**src/rtl/lsu_if.sv**
```systemverilog
// LSU bus interfaces: execute-side request/completion and memory bus.
// Ports: lsu_req_if (req_*, ls_*), lsu_mem_if (mem_*); lsu is req slave, mem master.
interface lsu_req_if #(
  parameter int DATA_LEN = 32
);
  logic                req_valid;
  logic                req_ready;
  logic                req_load;
  logic                req_store;
  logic [1:0]          req_size;
  logic                req_sign;
  logic [DATA_LEN-1:0] req_addr;
  logic [DATA_LEN-1:0] req_wdata;
  logic                ls_valid;
  logic                ls_ready;
  logic [DATA_LEN-1:0] load_data;
  logic                ls_err;

  modport master (
    output req_valid, req_load, req_store,
    output req_size, req_sign, req_addr,
    output req_wdata, ls_ready,
    input  req_ready, ls_valid, load_data,
    input  ls_err
  );

  modport slave (
    input  req_valid, req_load, req_store,
    input  req_size, req_sign, req_addr,
    input  req_wdata, ls_ready,
    output req_ready, ls_valid, load_data,
    output ls_err
  );
endinterface

interface lsu_mem_if #(
  parameter int DATA_LEN = 32
);
  logic                mem_req_valid;
  logic                mem_req_ready;
  logic [DATA_LEN-1:0] mem_addr;
  logic                mem_wen;
  logic [DATA_LEN-1:0] mem_wdata;
  logic [3:0]          mem_wmask;
  logic                mem_rsp_valid;
  logic [DATA_LEN-1:0] mem_rdata;

  modport master (
    output mem_req_valid, mem_addr, mem_wen,
    output mem_wdata, mem_wmask,
    input  mem_req_ready, mem_rsp_valid,
    input  mem_rdata
  );

  modport slave (
    input  mem_req_valid, mem_addr, mem_wen,
    input  mem_wdata, mem_wmask,
    output mem_req_ready, mem_rsp_valid,
    output mem_rdata
  );
endinterface

```
**src/rtl/lsu.sv**
```systemverilog
// Load/store unit: one op in flight, valid/ready memory bus, load align/extend.
// Ports: clk, rst_n (async low), req (lsu_req_if.slave), mem (lsu_mem_if.master).
module lsu #(
  parameter int DATA_LEN = 32
) (
  input  logic       clk,
  input  logic       rst_n,
  lsu_req_if.slave   req,
  lsu_mem_if.master  mem
);

  typedef enum logic [1:0] {
    IDLE, REQ, WAIT, DONE
  } state_e;

  localparam logic [1:0] SZ_B = 2'b00;
  localparam logic [1:0] SZ_H = 2'b01;
  localparam logic [1:0] SZ_W = 2'b10;

  state_e              state_q, state_d;
  logic                ld_q, ld_d;
  logic                sign_q, sign_d;
  logic [1:0]          size_q, size_d;
  logic [1:0]          off_q, off_d;
  logic [DATA_LEN-1:0] addr_q, addr_d;
  logic [DATA_LEN-1:0] wdata_q, wdata_d;
  logic [DATA_LEN-1:0] ldata_q, ldata_d;
  logic [3:0]          wmask_q, wmask_d;
  logic                wen_q, wen_d;
  logic                err_q, err_d;

  logic                accept;
  logic                misalign;
  logic [DATA_LEN-1:0] wrep;
  logic [3:0]          smask;
  logic [DATA_LEN-1:0] sh;
  logic [DATA_LEN-1:0] ext;

  assign accept = (state_q == IDLE) && req.req_valid
                && (req.req_load || req.req_store);

  // Alignment check, store lane replication and strobes.
  always_comb begin
    misalign = 1'b0;
    wrep     = req.req_wdata;
    smask    = 4'b1111;
    unique case (req.req_size)
      SZ_B: begin
        wrep  = {4{req.req_wdata[7:0]}};
        smask = 4'b0001 << req.req_addr[1:0];
      end
      SZ_H: begin
        misalign = req.req_addr[0];
        wrep     = {2{req.req_wdata[15:0]}};
        smask    = 4'b0011 << {req.req_addr[1], 1'b0};
      end
      SZ_W: misalign = |req.req_addr[1:0];
      default: misalign = 1'b1;
    endcase
  end

  // Legal halves have off[0]=0, so one shift serves all sizes.
  always_comb begin
    sh  = mem.mem_rdata >> {off_q, 3'b000};
    ext = sh;
    unique case (size_q)
      SZ_B: ext = {{(DATA_LEN-8){sign_q & sh[7]}}, sh[7:0]};
      SZ_H: ext = {{(DATA_LEN-16){sign_q & sh[15]}}, sh[15:0]};
      default: ext = sh;
    endcase
  end

  always_comb begin
    state_d = state_q;
    ld_d    = ld_q;
    sign_d  = sign_q;
    size_d  = size_q;
    off_d   = off_q;
    addr_d  = addr_q;
    wdata_d = wdata_q;
    ldata_d = ldata_q;
    wmask_d = wmask_q;
    wen_d   = wen_q;
    err_d   = err_q;
    unique case (state_q)
      IDLE: begin
        if (accept) begin
          ld_d    = req.req_load;
          sign_d  = req.req_sign;
          size_d  = req.req_size;
          off_d   = req.req_addr[1:0];
          addr_d  = {req.req_addr[DATA_LEN-1:2], 2'b00};
          wdata_d = wrep;
          wmask_d = req.req_load ? 4'b0000 : smask;
          wen_d   = ~req.req_load;
          err_d   = misalign;
          ldata_d = '0;
          state_d = misalign ? DONE : REQ;
        end
      end
      REQ: begin
        if (mem.mem_req_ready) state_d = WAIT;
      end
      WAIT: begin
        if (mem.mem_rsp_valid) begin
          ldata_d = ld_q ? ext : '0;
          state_d = DONE;
        end
      end
      DONE: begin
        if (req.ls_ready) state_d = IDLE;
      end
      default: state_d = IDLE;
    endcase
  end

  always_ff @(posedge clk or negedge rst_n) begin
    if (!rst_n) begin
      state_q <= IDLE;
      ld_q    <= 1'b0;
      sign_q  <= 1'b0;
      size_q  <= 2'b00;
      off_q   <= 2'b00;
      addr_q  <= '0;
      wdata_q <= '0;
      ldata_q <= '0;
      wmask_q <= 4'b0000;
      wen_q   <= 1'b0;
      err_q   <= 1'b0;
    end else begin
      state_q <= state_d;
      ld_q    <= ld_d;
      sign_q  <= sign_d;
      size_q  <= size_d;
      off_q   <= off_d;
      addr_q  <= addr_d;
      wdata_q <= wdata_d;
      ldata_q <= ldata_d;
      wmask_q <= wmask_d;
      wen_q   <= wen_d;
      err_q   <= err_d;
    end
  end

  assign req.req_ready     = (state_q == IDLE);
  assign req.ls_valid      = (state_q == DONE);
  assign req.load_data     = ldata_q;
  assign req.ls_err        = err_q;
  assign mem.mem_req_valid = (state_q == REQ);
  assign mem.mem_addr      = addr_q;
  assign mem.mem_wen       = wen_q;
  assign mem.mem_wdata     = wdata_q;
  assign mem.mem_wmask     = wmask_q;

endmodule

```
**src/flat_wrapper.sv**
```systemverilog
// flat-port wrapper written by rule: the top's interface ports become plain ports
module lsu_flat 
#(
  parameter int DATA_LEN = 32
)
  (clk, rst_n, req_req_valid, req_req_load, req_req_store, req_req_size, req_req_sign, req_req_addr, req_req_wdata, req_ls_ready, req_req_ready, req_ls_valid, req_load_data, req_ls_err, mem_mem_req_valid, mem_mem_addr, mem_mem_wen, mem_mem_wdata, mem_mem_wmask, mem_mem_req_ready, mem_mem_rsp_valid, mem_mem_rdata);
  lsu_req_if #(.DATA_LEN(DATA_LEN)) req_i ();
  lsu_mem_if #(.DATA_LEN(DATA_LEN)) mem_i ();
  input  logic clk;
  input  logic rst_n;
  input wire logic [$bits(req_i.req_valid)-1:0] req_req_valid;
  input wire logic [$bits(req_i.req_load)-1:0] req_req_load;
  input wire logic [$bits(req_i.req_store)-1:0] req_req_store;
  input wire logic [$bits(req_i.req_size)-1:0] req_req_size;
  input wire logic [$bits(req_i.req_sign)-1:0] req_req_sign;
  input wire logic [$bits(req_i.req_addr)-1:0] req_req_addr;
  input wire logic [$bits(req_i.req_wdata)-1:0] req_req_wdata;
  input wire logic [$bits(req_i.ls_ready)-1:0] req_ls_ready;
  output wire logic [$bits(req_i.req_ready)-1:0] req_req_ready;
  output wire logic [$bits(req_i.ls_valid)-1:0] req_ls_valid;
  output wire logic [$bits(req_i.load_data)-1:0] req_load_data;
  output wire logic [$bits(req_i.ls_err)-1:0] req_ls_err;
  output wire logic [$bits(mem_i.mem_req_valid)-1:0] mem_mem_req_valid;
  output wire logic [$bits(mem_i.mem_addr)-1:0] mem_mem_addr;
  output wire logic [$bits(mem_i.mem_wen)-1:0] mem_mem_wen;
  output wire logic [$bits(mem_i.mem_wdata)-1:0] mem_mem_wdata;
  output wire logic [$bits(mem_i.mem_wmask)-1:0] mem_mem_wmask;
  input wire logic [$bits(mem_i.mem_req_ready)-1:0] mem_mem_req_ready;
  input wire logic [$bits(mem_i.mem_rsp_valid)-1:0] mem_mem_rsp_valid;
  input wire logic [$bits(mem_i.mem_rdata)-1:0] mem_mem_rdata;
  assign req_i.req_valid = req_req_valid;
  assign req_i.req_load = req_req_load;
  assign req_i.req_store = req_req_store;
  assign req_i.req_size = req_req_size;
  assign req_i.req_sign = req_req_sign;
  assign req_i.req_addr = req_req_addr;
  assign req_i.req_wdata = req_req_wdata;
  assign req_i.ls_ready = req_ls_ready;
  assign req_req_ready = req_i.req_ready;
  assign req_ls_valid = req_i.ls_valid;
  assign req_load_data = req_i.load_data;
  assign req_ls_err = req_i.ls_err;
  assign mem_mem_req_valid = mem_i.mem_req_valid;
  assign mem_mem_addr = mem_i.mem_addr;
  assign mem_mem_wen = mem_i.mem_wen;
  assign mem_mem_wdata = mem_i.mem_wdata;
  assign mem_mem_wmask = mem_i.mem_wmask;
  assign mem_i.mem_req_ready = mem_mem_req_ready;
  assign mem_i.mem_rsp_valid = mem_mem_rsp_valid;
  assign mem_i.mem_rdata = mem_mem_rdata;
  lsu #(.DATA_LEN(DATA_LEN)) u_core (.clk(clk), .rst_n(rst_n), .req(req_i), .mem(mem_i));
endmodule
```
**config.mk**
```make
export PLATFORM = sky130hd
export DESIGN_NAME = lsu_flat
export DESIGN_NICKNAME = d
export VERILOG_FILES = /design/src/rtl/lsu_if.sv /design/src/rtl/lsu.sv /design/src/flat_wrapper.sv
export SDC_FILE = /design/constraint.sdc
export NUM_CORES = 1
export LEC_CHECK = 0
export ABC_AREA = 0
export CORE_ASPECT_RATIO = 1.5
export CORE_UTILIZATION = 47
export CTS_BUF_LIST = sky130_fd_sc_hd__clkbuf_4 sky130_fd_sc_hd__clkbuf_8 sky130_fd_sc_hd__clkbuf_16
export CTS_CLUSTER_SIZE = 12
export DETAILED_ROUTE_END_ITERATION = 6
export PLACE_DENSITY = 0.87
export SYNTH_ARGS = -nofsm -noshare
export SYNTH_HDL_FRONTEND = slang
export SYNTH_SLANG_ARGS = --single-unit
```
**constraint.sdc**
```tcl
create_clock -name clk -period 3.39 [get_ports clk]
set_clock_uncertainty 0.2 [all_clocks]
set_input_delay 1.017 -clock clk [delete_from_list [all_inputs] [get_ports clk]]
set_output_delay 1.017 -clock clk [all_outputs]
set_load 0.005 [all_outputs]
```
### Yosys cells after proc, flatten, opt, wreduce, memory -nomap -nowiden

Cells that the tools add are included.

* eq/ne operators: 10
* shift operators: 3
* multiplexer cells: 15
* bitwise operators: 3
* reductions and logical operators: 11

Operators by type and width (number)
* $pmux 32 s2: 3
* $mux 32: 3
* $shr 32x5->32: 1
* $mux 2: 5
* $pmux 2 s4: 1
* $pmux 4 s2: 1
* $eq 2x1->1 const B: 3
* $eq 2x2->1 const B: 3
* $logic_not 2->1: 3
* $mux 4: 1
* $ne 2x1->1 const B: 2
* $ne 2x2->1 const B: 2
* $reduce_and 4->1: 1
* $shl 1x2->4 const A: 1
* $shl 2x2->4 const A: 1
* $pmux 1 s3: 1
* $reduce_and 3->1: 1
* $and 1x1->1: 2
* $logic_and 1x1->1: 2
* $reduce_and 2->1: 1
* $reduce_bool 2->1: 1
* $reduce_or 2->1: 1
* $logic_or 1x1->1: 1
* $not 1->1: 1

* bits in registers: 108
* input bits: 107
* logic and storage cells: 53

### Longest topological paths before layout

Gate-level depths: netlist of the first run.

* depth in word-level cells: 6
* mapped depth: 9

### Worst setup path before layout of the first run

OpenSTA, ideal clock, no wires.

* kind: input -> register
* start point: input port req_req_load
* end point: register u_core.ldata_q[29], in the netlist u_core.req.load_data[29]
* library setup time: 0.138 ns
* arrival time: 2.141 ns
* setup slack: 0.911 ns
* stages: 6
* path buffers: 3
* cell sequence: o211a_1 -> buf_2 -> o21ai_1 -> buf_2 -> buf_1 -> o211ai_1

* longest elaborated chain between the ends: 4

RTL lines
* start, declared: RTL line flat_wrapper.sv:12 `input wire logic [$bits(req_i.req_load)-1:0] req_req_load;`
* $logic_or 1x1->1: RTL line lsu.sv:40 `&& (req.req_load || req.req_store);`
* $logic_and 1x1->1: RTL line lsu.sv:40
* $ne 2x1->1 (no source line)
* $reduce_and 3->1 (no source line)
* end signal, assigned: RTL line lsu.sv:138 `ldata_q <= ldata_d;`
* end, declared: RTL line lsu.sv:27 `logic [DATA_LEN-1:0] ldata_q, ldata_d;`

No other way between the ends.
A chain may end at the register's enable or synchronous reset.

### Worst setup path after layout of the first run

* start point: register u_core.state_q[0]
* end point: output port req_req_ready

* longest elaborated chain between the ends: 1

RTL lines
* start, declared: RTL line lsu.sv:20 `state_e state_q, state_d;`
* start signal, assigned: RTL line lsu.sv:131 `state_q <= state_d;`
* $logic_not 2->1: RTL line lsu.sv:145 `assign req.req_ready = (state_q == IDLE);`
* end, declared: RTL line flat_wrapper.sv:19 `output wire logic [$bits(req_i.req_ready)-1:0] req_req_ready;`

No other way between the ends.

==> results of run 1 <==
per-layer routing:
metal  share of wire (%)  GRT usage [%]  up-vias  wire (um)
met3                 8.1           8.04       42       1250
li1                    -              -     2276          -
met1                  35           28.8     2288       5390
met2                  52           49.3      226       8040
met4                 4.6           15.0        0        713
met5                   0              0        -          0
state kept, by name, summed over array words and instances (netlist names):
signal and count:
u_core.ld_q 1, u_core.req.load_data 32, u_core.mem.mem_wdata 32, u_core.state_q 2
u_core.mem.mem_addr 30, u_core.req.ls_err 1, u_core.sign_q 1, u_core.size_q 2
u_core.off_q 2, u_core.mem.mem_wmask 4, u_core.mem.mem_wen 1
cell usage in the layout (no fill, tap or decap), types with 3 or more instances in the layout:
| cell | instances |
|---|---|
| inv_1 | 5 |
| o211ai_2 | 10 |
| buf_12 | 3 |
| o211ai_1 | 6 |
| nand2_1 | 204 |
| buf_4 | 13 |
| mux2_2 | 8 |
| clkdlybuf4s50_1 | 208 |
| nor2_1 | 23 |
| dfrtp_1 | 108 |
| clkbuf_16 | 9 |
| ha_1 | 4 |
| o21ai_0 | 44 |
| mux2i_1 | 41 |
| a21oi_1 | 27 |
| o31ai_1 | 9 |
| nand3b_1 | 9 |
worst paths after layout:
check,from,to,slack (ns)
setup / recovery,u_core.state_q[0],req_req_ready,0.40
hold / removal,u_core.mem.mem_addr[26],u_core.mem.mem_addr[26],0.28
setup reg to reg,u_core.state_q[0],u_core.req.load_data[23],1.07
hold reg to reg,u_core.mem.mem_addr[26],u_core.mem.mem_addr[26],0.28
max in group asynchronous,rst_n,u_core.mem.mem_addr[26],1.69
min in group asynchronous,rst_n,u_core.req.load_data[8],0.56
cell families after synthesis:
family                   synth area share (%)
AND/OR/NAND/NOR                          19.1
AO/OA/AOI/OAI                            13.3
flip-flops                               51.9
multiplexers                             10.5
buffers and inverters                    4.16
adder cells (fa/ha/maj)                 0.962
other                                  0.0720
worst max-delay path, delay by kind of cell (launching register included):
family                   cells  cell delay (ns)
adder cells (fa/ha/maj)      1             0.31
buffers and inverters        2             0.70
flip-flops                   1             0.41
power breakdown:
group / total, mW / internal [mW] / switching, mW
Clock: 1.08 / 0.615 / 0.464
Sequential: 2.20 / 1.84 / 0.366
Combinational: 2.80 / 1.54 / 1.27
layout make-up:
type / count / area, um2 / share of cell area (%)
clock buffers: 11 / 253 / 3.26
clock inverters: 5 / 60.1 / 0.774
inverters: 5 / 18.8 / 0.242
multi-input cells: 412 / 2300 / 29.7
flip-flops and latches: 108 / 2700 / 34.8
well taps: 144 / 180 / 2.32
repair buffers: 224 / 2240 / 28.9
per-stage QoR:
stage	hold slack (ns)	utilization, %	area, um2
finish	0.279	72.8	7750
global route	0.299	72.8	7750
CTS	0.279	72.8	7750
detailed placement	0.261	69.9	7440
global placement	0.252	69.9	7440
floorplan	0.259	-	5210
==> impl_metrics.tcl, run 1 <==
set metrics [dict create \
    outcome "finished clean" \
    synth_edf_count 0 \
    holdPathStages 2 \
    slew_headroom_pct 47.1 \
    cts_buffer_depth 2 \
    numPlacedInstances 893 \
    fillers 782 \
    synth-seq-cells 108 \
    yosysSeqAreaShare_pct 51.9 \
    ios 212 \
    fin_cells 909 \
    crit_path_max_incr_delay_ns 0.60 \
    row_count 46 \
    synth_top_cell_by_area "dfrtp_1" \
    htree_levels 3 \
    synth-main-ff-cell "dfrtp_1" \
    core-area_um2 10600 \
    diodes 0 \
    critPathLaunchType "register" \
    async_flop_share_pct 100 \
    cts_resized 0 \
    clock_latency_ns 0.34 \
    critPathCaptureType "output port" \
    rr_worst_depth 7 \
    final_max_slew_viol_count 0 \
    first_iter_violations 217 \
    yosys.area.top_type_share_pct 51.9 \
    ys_top_cells_by_count "nand2_1 (204), dfrtp_1 (108), o21ai_0 (44)" \
    fin_crit_ns 2.99 \
    drc 0 \
    routedWlPerCell_um 16.9 \
    synth_area_leaders "dfrtp_1 (52%), nand2_1 (15%), mux2i_1 (7.9%)" \
    track_usage_pct 27.6 \
    post_cts_buffers 0 \
    die_area_um2 11500 \
    drt_first_pass_iters 5 \
    post-route-period-util_pct 88.1 \
    path_cells "inv_1, ha_1, clkdlybuf4s50_1" \
    final-hold-violation-count 0 \
    die_w_um 87.9 \
    maxCapViolCount 0 \
    crit_required_ns 2.17 \
    dp_hpwl_um 11700 \
    syn_to_final_growth_pct 49.0 \
    grt_setup_unrepaired "false" \
    crit_type "register to output port" \
    cp_slowest_cell "clkdlybuf4s50_1" \
    avgSynthCellArea_um2 9.18 \
    cts_tree "done" \
    post-place-ws_ns 0.210 \
    ys_warn_count 0 \
    io_buffers 209 \
    clock.fmax_ghz 0.335 \
    grt_overflow 0 \
    setup_viol 0 \
    power_mw 6.08 \
    layout-drive-gt1-share_pct 7.19 \
    cts.clk_slew.worst_paths_ns 0.07 \
    tns_ns 0 \
    first_global_vias 4861 \
    syn_inst 567 \
    initial_utilization_pct 48.9 \
    hold_buffers 0 \
    synthDistinctLibCells 39 \
    detail-route-antenna-nets 0 \
    grt_antenna_before_repair 0 \
    cp_max_fo 7 \
    vdd_drop_max_mv 0.488 \
    wl_um 15400 \
    yosysMostFrequentCell "nand2_1" \
    clock_sinks 108 \
    grt_max_degree 76 \
    cp_data_arrival_time_ns 1.77 \
    finalWorstSetupSlack_ns 0.402 \
    final_nets 871 \
    power.density_nw_per_um2 785 \
    tightest_slew_ns 0.793 \
    viasPerCell 5.32 \
    fp.dieH_um 131 \
    hold_class "register to register" \
    leakage_nw 3.52 \
    grt_first_pass_wirelength_um 23900 \
    root_buffer "clkbuf_16" \
    synth_area_um2 5200 \
    vias 4832 \
    cts_buffers 9 \
    gp_congestion 0.881 \
]
Power figures use the tool's default switching activity.
==> run 2, diff against run 1 <==
HOLD_SLACK_MARGIN = 0.06   (was not set)
SLEW_MARGIN = 30   (was not set)
==> results of run 2 <==
Final layout, timing and power as in run 1 (identical DEF).
==> run 3, diff against run 2 <==
ABC_AREA = 1   (was 0)
CORE_ASPECT_RATIO = 1.25   (was 1.5)
==> impl_metrics.tcl, run 3 <==
set metrics [dict create \
    fin_crit_ns 2.97 \
    clock.fmax_ghz 0.336 \
    hold_class "register to register" \
    critPathCaptureType "output port" \
    post-route-period-util_pct 87.7 \
    synth_area_um2 5300 \
    async_flop_share_pct 100 \
    synth_area_leaders "dfrtp_1 (51%), nand2_1 (23%), nand3_1 (4.7%)" \
    cts_resized 0 \
    cp_max_fo 7 \
    cts_tree "done" \
    io_buffers 209 \
    power.density_nw_per_um2 812 \
    synth-main-ff-cell "dfrtp_1" \
    yosysSeqAreaShare_pct 51.0 \
    drc 0 \
    yosysMostFrequentCell "nand2_1" \
    cts.clk_slew.worst_paths_ns 0.07 \
    initial_utilization_pct 48.0 \
    drt_first_pass_iters 5 \
    layout-drive-gt1-share_pct 4.79 \
    crit_type "register to output port" \
    dp_hpwl_um 11700 \
    cts_buffer_depth 2 \
    clock_latency_ns 0.34 \
    synth_top_cell_by_area "dfrtp_1" \
    final_max_slew_viol_count 0 \
    row_count 43 \
    rrSetupSlack_ns 1.08 \
    r2r_end "u_core.req.load_data[14]" \
    numPlacedInstances 1018 \
    synth-seq-cells 108 \
    root_buffer "clkbuf_16" \
    synth_edf_count 0 \
    finish.utilization_pct 70.2 \
    yosys.area.top_type_share_pct 51.0 \
    p_comb_share_pct 48.4 \
    detail-route-antenna-nets 0 \
    p_seq_share_pct 34.6 \
    routedWlPerCell_um 15.1 \
    outcome "finished clean" \
    setup_viol 0 \
    wl_um 15600 \
    core-area_um2 11000 \
    die_area_um2 11700 \
    first_iter_violations 286 \
    fp.dieH_um 121 \
    cp_data_arrival_time_ns 1.76 \
    final_common_cell "nand2_1" \
    ys_warn_count 0 \
    grt_setup_unrepaired "false" \
    leakage_nw 3.79 \
    clock_sinks 108 \
    crit_path_max_incr_delay_ns 0.56 \
    avgSynthCellArea_um2 7.55 \
    path_buf_inv 2 \
    switching_power_mw 2.34 \
    htree_levels 3 \
    layout_common_cells "nand2_1 (330), clkdlybuf4s50_1 (208), dfrtp_1 (108), nand3_1 (50), o21ai_0 (47)" \
    path_cells "inv_1, ha_1, clkdlybuf4s50_1" \
    gp_congestion 0.941 \
    tightest_slew_ns 0.548 \
    cts_buffers 9 \
    grt_first_pass_wirelength_um 25400 \
    ys_top_cells_by_count "nand2_1 (330), dfrtp_1 (108), nand3_1 (50)" \
    critPathLaunchType "register" \
    vdd_drop_max_mv 0.403 \
    sw_frac_of_total_pct 37.2 \
    holdPathEnd "u_core.req.load_data[22]" \
    clockPowerShare_pct 17.0 \
    first_global_vias 5282 \
    ios 212 \
    maxCapViolCount 0 \
    synthDistinctLibCells 30 \
    rr_worst_depth 10 \
    grt_max_degree 53 \
    fin_cells 1033 \
    grt_antenna_before_repair 0 \
    rr_startpoint "u_core.state_q[1]" \
    intPower_mw 3.95 \
    diodes 0 \
    final_nets 1005 \
    vias 5347 \
    post_cts_buffers 0 \
    syn_inst 702 \
    grt_overflow 0 \
    viasPerCell 5.18 \
    crit_required_ns 2.17 \
    syn_to_final_growth_pct 46.2 \
    power_mw 6.29 \
    hold_buffers 0 \
    hp-start "u_core.req.load_data[22]" \
    tns_ns 0 \
    hold_ws_ns 0.278 \
    track_usage_pct 27.5 \
    critPathTopFamily "buffers and inverters" \
    final-hold-violation-count 0 \
    holdPathStages 2 \
    slew_headroom_pct 63.5 \
    cp_slowest_cell "clkdlybuf4s50_1" \
    die_w_um 97.0 \
]
-- run 3: area by class of cell --
class / count / area, um2
Clock buffer: 10 / 239
Fill cell: 893 / 3280
Tap cell: 135 / 169
Clock inverter: 5 / 61.3
Sequential cell: 108 / 2700
Multi-Input combinational cell: 520 / 2260
Inverter: 34 / 135
Timing Repair Buffer: 221 / 2180
-- run 3: cell families after synthesis --
| kind of cell | count (synthesis) | synth area share [%] |
|---|---|---|
| other | 1 | 0.0708 |
| AOI/OAI and AO/OA | 93 | 9.19 |
| DFF | 108 | 51.0 |
| and+or+nand+nor | 421 | 32.2 |
| buffers and inverters | 75 | 6.61 |
| adders and majority gates | 4 | 0.945 |
-- run 3: through the flow --
| stage | setup slack (ns) | instance area [um2] |
|---|---|---|
| after CTS | 0.394 | 7750 |
| after global routing | 0.343 | 7750 |
| after global placement | 0.585 | 7450 |
| after floorplan | 1.30 | 5300 |
| final | 0.417 | 7750 |
| after detailed placement | 0.519 | 7450 |
-- run 3: worst reg2reg max path, stage by stage (launching register included) --
cell	delay, ns
dfrtp_1	0.43
inv_1	0.11
ha_1	0.33
nand2_1	0.18
inv_2	0.10
nand2_4	0.06
nand2_1	0.09
nand3_2	0.21
inv_1	0.34
nand2_1	0.13
nand2_1	0.08
-- run 3: metal layers --
layer | GRT usage [%] | vias up | share of wire (%)
li1 | - | 2592 | -
met1 | 31.4 | 2450 | 37
met2 | 47.5 | 268 | 50
met3 | 9.02 | 37 | 10
met4 | 10.7 | 0 | 2.8
met5 | 0 | - | 0
-- run 3: how the worst max path moves through the flow --
stage,startpoint,end,cells after the start
final,u_core.state_q[1],req_req_ready,3
after CTS,u_core.state_q[1],req_req_ready,3
after global placement,req_req_valid,u_core.req.load_data[14],9
after global routing,u_core.state_q[1],req_req_ready,3
after floorplan,mem_mem_rsp_valid,u_core.req.load_data[28],6
after detailed placement,req_req_size[1],u_core.mem.mem_wdata[14],6
-- run 3: power by group through the flow --
| stage | Clock (mW) | Sequential (mW) | Combinational [mW] |
|---|---|---|---|
| after floorplan | 0 | 2.18 | 1.50 |
| after global placement | 0 | 2.18 | 3.00 |
| after detailed placement | 0 | 2.18 | 3.06 |
| after CTS | 1.09 | 2.18 | 3.07 |
| after global routing | 1.14 | 2.25 | 3.38 |
| final | 1.07 | 2.18 | 3.04 |
